**config.mk**
```make
export PLATFORM = sky130hd
export DESIGN_NAME = regfile_wb_arbiter
export DESIGN_NICKNAME = d
export VERILOG_FILES = /design/src/rtl/regfile_wb_arbiter.sv
export SDC_FILE = /design/constraint.sdc
export NUM_CORES = 1
export LEC_CHECK = 0
export BUFFER_PORTS_ARGS = -buffer_cell sky130_fd_sc_hd__clkbuf_2
export CORE_UTILIZATION = 35
export CTS_BUF_LIST = sky130_fd_sc_hd__clkbuf_2
export DETAILED_ROUTE_END_ITERATION = 8
export HOLD_SLACK_MARGIN = 0.15
export PLACE_DENSITY = 0.6
export SYNTH_ARGS = -nofsm -noshare
export SYNTH_HDL_FRONTEND = slang
export SYNTH_SLANG_ARGS = --single-unit
export TNS_END_PERCENT = 1
```
**constraint.sdc**
```tcl
create_clock -name clock -period 5 [get_ports clock]
set_clock_uncertainty 0.1 [all_clocks]
set_input_delay 0.5 -clock clock [delete_from_list [all_inputs] [get_ports clock]]
set_output_delay 0.5 -clock clock [all_outputs]
set_load 0.05 [all_outputs]
```
**src/rtl/regfile_wb_arbiter.sv**
```systemverilog
// Round-robin arbiter for the shared regFile write port, with a one-bit-per-register
// scoreboard of outstanding writes for decode RAW-hazard stalls.
module regfile_wb_arbiter #(
    parameter int unsigned width     = 32,
    parameter int unsigned addrWidth = 5,
    parameter int unsigned numReq    = 3
) (
    input  logic                        clock,
    input  logic                        clear,
    input  logic [numReq-1:0]           req_valid,
    output logic [numReq-1:0]           req_ready,
    input  logic [numReq*addrWidth-1:0] req_addr,
    input  logic [numReq*width-1:0]     req_data,
    output logic                        wr_en,
    output logic [addrWidth-1:0]        wr_addr,
    output logic [width-1:0]            wr_data,
    input  logic                        issue_valid,
    input  logic [addrWidth-1:0]        issue_addr,
    input  logic [addrWidth-1:0]        rs_addrA,
    input  logic [addrWidth-1:0]        rs_addrB,
    output logic                        busyA,
    output logic                        busyB
);

    localparam int unsigned ptrWidth = (numReq > 1) ? $clog2(numReq) : 1;
    localparam int unsigned numRegs  = 2 ** addrWidth;

    logic [ptrWidth-1:0]  ptr_q, ptr_d;
    logic                 xfer;
    logic [addrWidth-1:0] sel_addr;
    logic [width-1:0]     sel_data;
    logic                 wr_en_q;
    logic [addrWidth-1:0] wr_addr_q;
    logic [width-1:0]     wr_data_q;
    logic [numRegs-1:0]   busy_q, busy_d;

    // Pass 0 scans ptr..numReq-1, pass 1 wraps over 0..ptr-1.
    always_comb begin
        req_ready = '0;
        xfer      = 1'b0;
        sel_addr  = '0;
        sel_data  = '0;
        ptr_d     = ptr_q;
        for (int unsigned pass = 0; pass < 2; pass++) begin
            for (int unsigned i = 0; i < numReq; i++) begin
                if (!xfer && req_valid[i] && ((pass == 0) == (i >= 32'(ptr_q)))) begin
                    xfer         = 1'b1;
                    req_ready[i] = 1'b1;
                    sel_addr     = req_addr[i*addrWidth +: addrWidth];
                    sel_data     = req_data[i*width +: width];
                    ptr_d        = ptrWidth'((i + 1) % numReq);
                end
            end
        end
    end

    // Set is applied after clear so a same-cycle issue keeps the bit high.
    always_comb begin
        busy_d = busy_q;
        if (xfer) begin
            busy_d[sel_addr] = 1'b0;
        end
        if (issue_valid) begin
            busy_d[issue_addr] = 1'b1;
        end
        busy_d[0] = 1'b0;
    end

    always_ff @(posedge clock or negedge clear) begin
        if (!clear) begin
            wr_en_q   <= 1'b0;
            wr_addr_q <= '0;
            wr_data_q <= '0;
            ptr_q     <= '0;
            busy_q    <= '0;
        end else begin
            wr_en_q <= xfer && (sel_addr != '0);
            if (xfer) begin
                wr_addr_q <= sel_addr;
                wr_data_q <= sel_data;
            end
            ptr_q  <= ptr_d;
            busy_q <= busy_d;
        end
    end

    assign wr_en   = wr_en_q;
    assign wr_addr = wr_addr_q;
    assign wr_data = wr_data_q;
    assign busyA   = busy_q[rs_addrA];
    assign busyB   = busy_q[rs_addrB];

endmodule

```
==> out/qor.csv, run 1 <==
metric,value,unit
CP max FO,33,
Fin. Hold Viols,0,
hold path cells,3,
Critical Path End Type,output port,
pre-CTS setup slack,2.09,ns
achievable frequency,319,MHz
TritonCTS clock tree,built,
min cycle time layout,3.14,ns
H-tree depth,3,
worst stage delay on the critical path,0.69,ns
# DRC,0,
Crit path required time,4.40,ns
RSZ-0062 raised after global routing,no,
initial core utilization,35.8,%
FF+latch area,1780,sq um
Initial DRT Pass Iterations,5,
clk_lat worst skew,0.49,ns
via count,4327,
CTS Sinks,71,
Multi-input gate area,2120,sq um
Peak VDD IR,0.232,mV
setup bufs post-CTS,0,
data arrival time of the worst path,2.54,ns
Max Slew Vio Count,0,
fill count,1039,
part of the power in registers,41.1,%
die span in x,110,um
DP HPWL,9680,um
FP Rows,39,
slowest CP cell,dfrtp_1,
Leak Pwr,2.72,nW
Routed wire per std cell,17.7,um
Reg-to-Reg Start,ptr_q[1],
launch point of the worst path,ptr_q[1],
GR Overflow Total,0,
Post-Syn Instances,397,
Final #Nets,748,
"commonest non-fill, non-tap cell in the layout",clkbuf_2,
post-cts sizing count,0,
initial antenna violation count,1,
Hold Path Class,in2reg,
most frequent cells in the layout,"clkbuf_2, nand2_1, dfrtp_1, dlygate4sd3_1, o31ai_1",
Clock Pin Slew Worst Setup and Hold Paths,0.22,ns
Worst Reg-to-Reg Cells,7,
sw power,0.900,mW
Rel. slew slack,24.9,%
first-pass GRT wire length,21700,um
core area,11400,sq um
hold_buf cts,65,
CTS Root Cell,clkbuf_2,
Synth cell types,44,
share of layout cells above drive strength 1,35.6,%
P&R area growth vs syn,41.4,%
pin count of the biggest net entering global routing,42,
crit-path cells,nor2b_1 -> o31ai_4 -> inv_2 -> clkbuf_2,
GPL Wtd Cong,0.825,
total CTS buffers,9,
post-route worst setup slack,1.86,ns
global-route usage over all layers,23.7,%
Ys Warns,0,
Syn Area/Cell,10.3,sq um
PD cells,371,nW/um^2
Max Cap Viol,0,
Pint,1.24,mW
clock network fraction of total power,14.7,%
switching share of power,42.1,%
die area,12100,sq um
crit share post-route,62.7,%
clk buf depth,2,
Final ANT Viol Nets,0,
Die Ht,110,um
DRT iter0 DRCs,320,
crit path launch type,flop,
sequential area share after synthesis,43.6,%
flop and latch count out of synthesis,71,
worst slew pin tran,1.13,ns
DR vias/cell,5.66,
port bufs,174,
final WL,13500,um
Antenna Diode Count,0,
cell area after synthesis,4070,sq um
Setup Crit Path Kind,reg2out,
vias in the first global route,4364,
worst hold path startpoint,req_data[40],
"Net Count, Synth",529,
run status,finished clean,
# IOs,175,
Combinational Power Share,44.2,%
Setup TNS,0,ns
final setup violating endpoints,0,
[worst max-delay path: cells and delay by family, from the launching register on]
kind	cells	cell delay, ns
AND/OR/NAND/NOR	1	0.36
buffers and inverters	2	0.83
AO/OA/AOI/OAI	1	0.15
flip-flops	1	0.69
[cell families after synthesis]
| family | count (synthesis) | synth area share (%) |
|---|---|---|
| XOR/XNOR | 1 | 0.676 |
| flip-flops | 71 | 43.6 |
| multiplexers | 22 | 11.1 |
| AND/OR/NAND/NOR | 126 | 14.4 |
| buffers and inverters | 43 | 4.39 |
| AO/OA/AOI/OAI | 134 | 25.8 |
[per-layer routing]
| metal | global-route usage [%] | vias up | part of all wire, % |
|---|---|---|---|
| li1 | - | 1982 | - |
| met1 | 27.6 | 2112 | 39 |
| met2 | 41.8 | 211 | 51 |
| met3 | 7.23 | 20 | 7.9 |
| met4 | 7.14 | 2 | 1.7 |
| met5 | 0 | - | 0.074 |
[cell usage after synthesis (all sizes together)]
cell,instances,area share [%]
a22o,3,0.65
xor2,1,0.68
nor3b,4,0.86
nand4b,2,0.43
nand3,4,0.49
nand2,85,7.8
a21oi,5,0.61
nor2,4,0.37
nor2b,3,0.46
o32ai,3,1.2
nand3b,4,0.74
and3b,1,0.22
a31oi,1,0.15
or3,4,0.61
o31ai,38,7.3
a21o,5,0.92
buf,9,1.3
a222oi,29,7.1
a22oi,9,1.7
clkbuf,26,2.4
a211oi,5,1.2
or3b,1,0.22
and3,2,0.31
mux2,4,1.1
and2,3,0.46
dfrtp,71,44
a221oi,3,0.65
and4,1,0.22
or2,1,0.15
nand2b,6,0.92
o32a,2,0.49
mux4,18,10
o21ai,31,3.8
nor3,1,0.12
inv,8,0.74
[final cells by class]
cell class / instances / share of cell area [%]
flip-flops and latches: 71 / 30.8
clock buffers: 10 / 0.869
multi-input cells: 283 / 36.8
repair buffers: 243 / 26.9
clock inverters: 6 / 0.891
inverters: 8 / 0.521
well taps: 143 / 3.11
[metrics by stage]
| stage | cells | instance area (sq um) | hold WS, ns | power, mW | util (%) |
|---|---|---|---|---|---|
| after floorplan | 397 | 4070 | 0.104 | 1.48 | - |
| after global placement | 683 | 5010 | 0.366 | 1.72 | 44.1 |
| after detailed placement | 683 | 5010 | 0.369 | 1.75 | 44.1 |
| after CTS | 764 | 5760 | 0.151 | 2.15 | 50.7 |
| after global routing | 764 | 5760 | 0.163 | 2.27 | 50.7 |
| final | 764 | 5760 | 0.201 | 2.14 | 50.7 |
[power by group through the flow]
stage / Clock [mW] / Combinational [mW] / Sequential (mW)
6_report: 0.314 / 0.945 / 0.878
5_1_grt: 0.351 / 1.02 / 0.897
4_1_cts: 0.329 / 0.943 / 0.875
3_5_place_dp: 0 / 0.861 / 0.886
3_3_place_gp: 0 / 0.844 / 0.876
2_1_floorplan: 0 / 0.459 / 1.02
[path summary, 6_finish.rpt]
check,slack (ns),end
max in group asynchronous,3.30,wr_data[15]
worst min-delay path,0.20,wr_data[8]
min in group asynchronous,0.52,busy_q[4]
worst max register to register,2.11,busy_q[1]
worst min register to register,0.40,wr_addr[2]
worst max-delay path,1.86,req_ready[2]
[state kept, by name, summed over array words and instances, names as in the netlist]
| name | count |
|---|---|
| busy_q | 31 |
| wr_en | 1 |
| wr_addr | 5 |
| wr_data | 32 |
| ptr_q | 2 |
Power figures use the tool's default switching activity.
==> run 2: changes to the inputs <==
==> constraint.sdc (replaced) <==
create_clock -name clock -period 3 [get_ports clock]
set_clock_uncertainty 0.1 [all_clocks]
set_input_delay 0.3 -clock clock [delete_from_list [all_inputs] [get_ports clock]]
set_output_delay 0.3 -clock clock [all_outputs]
set_load 0.05 [all_outputs]
==> run 2 against run 1 <==
  * Power up 73%
  * Largest cell class unchanged
  * Design area up 4.9%
  * Core utilization up 2.5 points
  * Cell count up 3.1%
  * Worst hold slack better by 0.059 ns
  * Global-route usage down 0.36 points
  * Sequential share of layout area down 1.4 points
  * Clock-buffer cell count down 1
  * Critical path type is now reg2reg
  * Routed wire length up 2.5%
==> out/qor.csv, run 2 (same netlist as run 1, synthesis figures left out) <==
metric,value,unit
worst slew pin tran,0.856,ns
Critical Path End Type,flop,
FF+latch area,1780,sq um
first-pass GRT wire length,21300,um
Final ANT Viol Nets,0,
Combinational Power Share,44.6,%
GR Overflow Total,0,
fill count,1045,
clk_lat worst skew,0.48,ns
FP Rows,39,
pin count of the biggest net entering global routing,39,
Clock Pin Slew Worst Setup and Hold Paths,0.20,ns
slowest CP cell,dlygate4sd3_1,
clock network fraction of total power,16.3,%
global-route usage over all layers,23.4,%
Antenna Diode Count,0,
Peak VDD IR,0.292,mV
Multi-input gate area,2140,sq um
RSZ-0062 raised after global routing,no,
CP max FO,12,
Setup Crit Path Kind,reg2reg,
die span in x,110,um
# DRC,0,
hold slack,0.259,ns
total CTS buffers,9,
Routed wire per std cell,17.6,um
Rel. slew slack,42.8,%
min cycle time layout,2.87,ns
highest metal used,met4,
Hold Path Class,in2reg,
die area,12100,sq um
data arrival time of the worst path,3.16,ns
Final #Nets,773,
Max Slew Vio Count,0,
switching share of power,40.7,%
sw power,1.51,mW
achievable frequency,348,MHz
final WL,13800,um
CTS Sinks,71,
pre-CTS setup slack,0.452,ns
most frequent cells in the layout,"clkbuf_2, nand2_1, dlygate4sd3_1, dfrtp_1, o31ai_1",
# IOs,175,
met1 WL,5650,um
initial core utilization,35.8,%
DR vias/cell,5.53,
core area,11400,sq um
Max Cap Viol,0,
GPL Wtd Cong,0.820,
P&R area growth vs syn,48.3,%
Crit path required time,3.29,ns
share of layout cells above drive strength 1,36.0,%
Setup TNS,0,ns
Initial DRT Pass Iterations,8,
PD cells,612,nW/um^2
Leak Pwr,2.83,nW
"commonest non-fill, non-tap cell in the layout",clkbuf_2,
DRT iter0 DRCs,294,
crit-path cells,nand2b_1 -> a21o_1 -> and3_2 -> a22oi_1 -> dlygate4sd3_1 -> a22oi_1 -> dlygate4sd3_1,
clk buf depth,2,
Pint,2.19,mW
met2 wire len,7160,um
worst stage delay on the critical path,0.58,ns
crit path launch type,flop,
Die Ht,110,um
initial antenna violation count,0,
vias in the first global route,4334,
via count,4361,
setup bufs post-CTS,0,
DP HPWL,9750,um
port bufs,174,
WL met3,840,um
max reg flops,32,
CTS Root Cell,clkbuf_2,
Tot Pwr,3.70,mW
run status,finished clean,
Fin. Hold Viols,0,
part of the power in registers,39.1,%
TritonCTS clock tree,built,
final setup violating endpoints,0,
H-tree depth,3,
post-route worst setup slack,0.129,ns
crit share post-route,95.7,%
run 2: cell count changes in the layout (fill, tap and decap cells not counted), moves of 2 or more:
cell           previous run  this run
clkinv_2                  2         0
buf_4                     4        10
clkinvlp_4                0         3
clkinv_1                  3         1
dlygate4sd3_1            65        84
run 2: final cells by class:
class	count	share of cell area (%)
clock buffers	9	0.746
clock inverters	6	1.43
inverters	8	0.497
multi-input cells	283	35.4
flip-flops and latches	71	29.4
well taps	143	2.96
repair buffers	268	29.6
run 2: power groups by stage:
stage	registers, mW	clock network [mW]	logic (mW)
6_report	1.45	0.604	1.65
5_1_grt	1.47	0.681	1.77
4_1_cts	1.44	0.629	1.64
3_5_place_dp	1.46	0	1.46
3_3_place_gp	1.45	0	1.43
2_1_floorplan	1.70	0	0.765
run 2: path summary, 6_finish.rpt:
kind	from	endpoint	slack, ns	cells past startpoint
max in group asynchronous	clear	busy_q[6]	1.00	4
max reg2reg	ptr_q[0]	wr_data[23]	0.13	7
min	req_addr[5]	wr_addr[0]	0.26	5
min reg2reg	wr_addr[2]	wr_addr[2]	0.40	2
max	ptr_q[0]	wr_data[23]	0.13	7
min in group asynchronous	clear	busy_q[4]	0.66	3
run 2: metal layers:
layer,up-vias,global-route usage (%)
li1,2033,-
met1,2115,28.1
met2,199,41.2
met3,14,4.98
met4,0,8.10
met5,-,0
run 2: metrics by stage:
| step | std cells | utilization, % | instance area, sq um |
|---|---|---|---|
| final | 788 | 53.1 | 6040 |
| after global routing | 788 | 53.1 | 6040 |
| after CTS | 788 | 53.0 | 6030 |
| after detailed placement | 689 | 44.4 | 5050 |
| after global placement | 689 | 44.4 | 5050 |
| after floorplan | 397 | - | 4070 |
run 2: timing repair:
action | 4_1_cts | 5_1_grt
setup endpoints to repair | 0 | 3
endpoints found under the hold margin | 136 | 0
hold buffers | 84 | 0
gates resized for setup | 0 | 5
run 2: worst max-delay path: cells and delay by family, from the launching register on:
family / cells / cell delay [ns]
AOI/OAI and AO/OA: 3 / 0.50
buffers and inverters: 2 / 1.15
DFF: 1 / 0.55
and+or+nand+nor: 2 / 0.47
==> run 3: changes to the inputs <==
--- a/config.mk
+++ b/config.mk
@@ -7,7 +7,7 @@
 export LEC_CHECK = 0
 export BUFFER_PORTS_ARGS = -buffer_cell sky130_fd_sc_hd__clkbuf_2
 export CORE_UTILIZATION = 35
-export CTS_BUF_LIST = sky130_fd_sc_hd__clkbuf_2
+export CTS_BUF_LIST = sky130_fd_sc_hd__clkbuf_16
 export DETAILED_ROUTE_END_ITERATION = 8
 export HOLD_SLACK_MARGIN = 0.15
 export PLACE_DENSITY = 0.6
==> run 3 against run 2 <==
  * Die area unchanged
  * Clock-buffer cell count unchanged
  * Sequential power about the same
  * Non-clock buffer count decreased by 23
  * Combinational power decreased by 3%
  * Core utilization decreased by 0.57 points
==> out/qor.csv, run 3 (same netlist as run 1, synthesis figures left out) <==
metric,value,unit
Peak VDD IR,0.294,mV
share of layout cells above drive strength 1,36.7,%
Tot Pwr,4.16,mW
worst hold path startpoint,req_addr[10],
initial antenna violation count,0,
port bufs,174,
Routed wire per std cell,17.9,um
Antenna Diode Count,0,
via count,4332,
hold path cells,3,
Max Cap Viol,0,
clk buf depth,2,
Worst R2R Setup Slack,0.19,ns
Clock Pin Slew Worst Setup and Hold Paths,0.06,ns
FP Rows,39,
Worst setup endpoint,wr_data[13],
worst stage delay on the critical path,0.57,ns
fin area,5980,sq um
Die Ht,110,um
worst slew pin tran,0.856,ns
fill count,1037,
final WL,13700,um
DRT iter0 DRCs,318,
final setup violating endpoints,0,
PD cells,697,nW/um^2
clk_lat worst skew,0.33,ns
core area,11400,sq um
RSZ-0062 raised after global routing,no,
crit-path cells,nand2b_1 -> a21o_1 -> and3_1 -> buf_4 -> a222oi_1 -> nand2_1 -> dlygate4sd3_1,
die area,12100,sq um
first-pass GRT wire length,21000,um
CP max FO,26,
crit share post-route,93.8,%
TritonCTS clock tree,built,
GPL Wtd Cong,0.820,
DP HPWL,9750,um
Initial DRT Pass Iterations,7,
achievable frequency,355,MHz
setup bufs post-CTS,0,
global-route usage over all layers,23.1,%
H-tree depth,3,
# IOs,175,
initial core utilization,35.8,%
Crit path required time,3.11,ns
Critical Path End Type,flop,
Worst R2R End,wr_data[13],
hold_buf cts,61,
run status,finished clean,
Setup TNS,0,ns
Placed Area,5050,sq um
Fin. Hold Viols,0,
most frequent cells in the layout,"clkbuf_2, nand2_1, dfrtp_1, dlygate4sd3_1, o31ai_1",
Crit path max-delay family,buffers and inverters,
pin count of the biggest net entering global routing,39,
Final ANT Viol Nets,0,
DR vias/cell,5.66,
Setup Crit Path Kind,reg2reg,
launch point of the worst path,ptr_q[0],
max reg flops,32,
crit path launch type,flop,
die span in x,110,um
data arrival time of the worst path,2.92,ns
post-cts sizing count,0,
Final #Nets,750,
GR Overflow Total,0,
P&R area growth vs syn,46.7,%
Worst Reg-to-Reg Cells,7,
CTS Root Cell,clkbuf_16,
WP depth,7,
min cycle time layout,2.81,ns
vias in the first global route,4161,
Leak Pwr,2.81,nW
Hold Path Class,in2reg,
Max Slew Vio Count,0,
"commonest non-fill, non-tap cell in the layout",clkbuf_2,
Rel. slew slack,42.8,%
Reg-to-Reg Start,ptr_q[0],
CTS Sinks,71,
total CTS buffers,9,
WP buf/inv,2,
slowest CP cell,dlygate4sd3_1,
# DRC,0,
run 3: how the worst min path moves through the flow:
| stage | endpoint | slack, ns |
|---|---|---|
| floorplan | busy_q[10] | -0.1 |
| global placement | busy_q[2] | 0.20 |
| detailed placement | busy_q[2] | 0.20 |
| CTS | wr_addr[0] | 0.15 |
| global route | wr_addr[3] | 0.17 |
| finish | wr_addr[0] | 0.16 |
run 3: tightest hold or removal path, cell delays in order:
cell	delay, ns
clkbuf_2	0.09
o32ai_2	0.10
nand2_1	0.07
run 3: layout make-up:
class                      instances  area [sq um]  area share, %
multi-input combinational        283          2120           35.5
sequential                        71          1780           29.7
timing repair buffer             245          1560           26.0
clock buffer                       9           225           3.77
tap                              143           179           2.99
clock inverter                     6          86.3           1.44
inverter                           8          30.0          0.503
run 3: through the flow:
stage                     instances  setup slack [ns]  hold slack, ns  utilization [%]
after floorplan                 397             0.495         -0.0956                -
final                           765             0.185           0.159             52.6
after global placement          689             0.529           0.199             44.4
after global routing            765            0.0712           0.169             52.6
after CTS                       765             0.268           0.154             52.6
after detailed placement        689             0.452           0.200             44.4
run 3: where the power goes:
part           total, mW  switching [mW]  leakage, nW  internal, mW
Clock               1.12           0.396        0.141         0.719
Combinational       1.60           0.930         1.80         0.667
Sequential          1.45           0.227        0.871          1.22
run 3: routing by layer:
layer | wire [um] | part of all wire, % | vias up | track usage, %
met2 | 6970 | 51 | 218 | 40.7
met3 | 1020 | 7.5 | 19 | 5.75
met1 | 5470 | 40 | 2107 | 28.0
met5 | 0 | 0 | - | 0
li1 | - | - | 1988 | -
met4 | 231 | 1.7 | 0 | 6.10
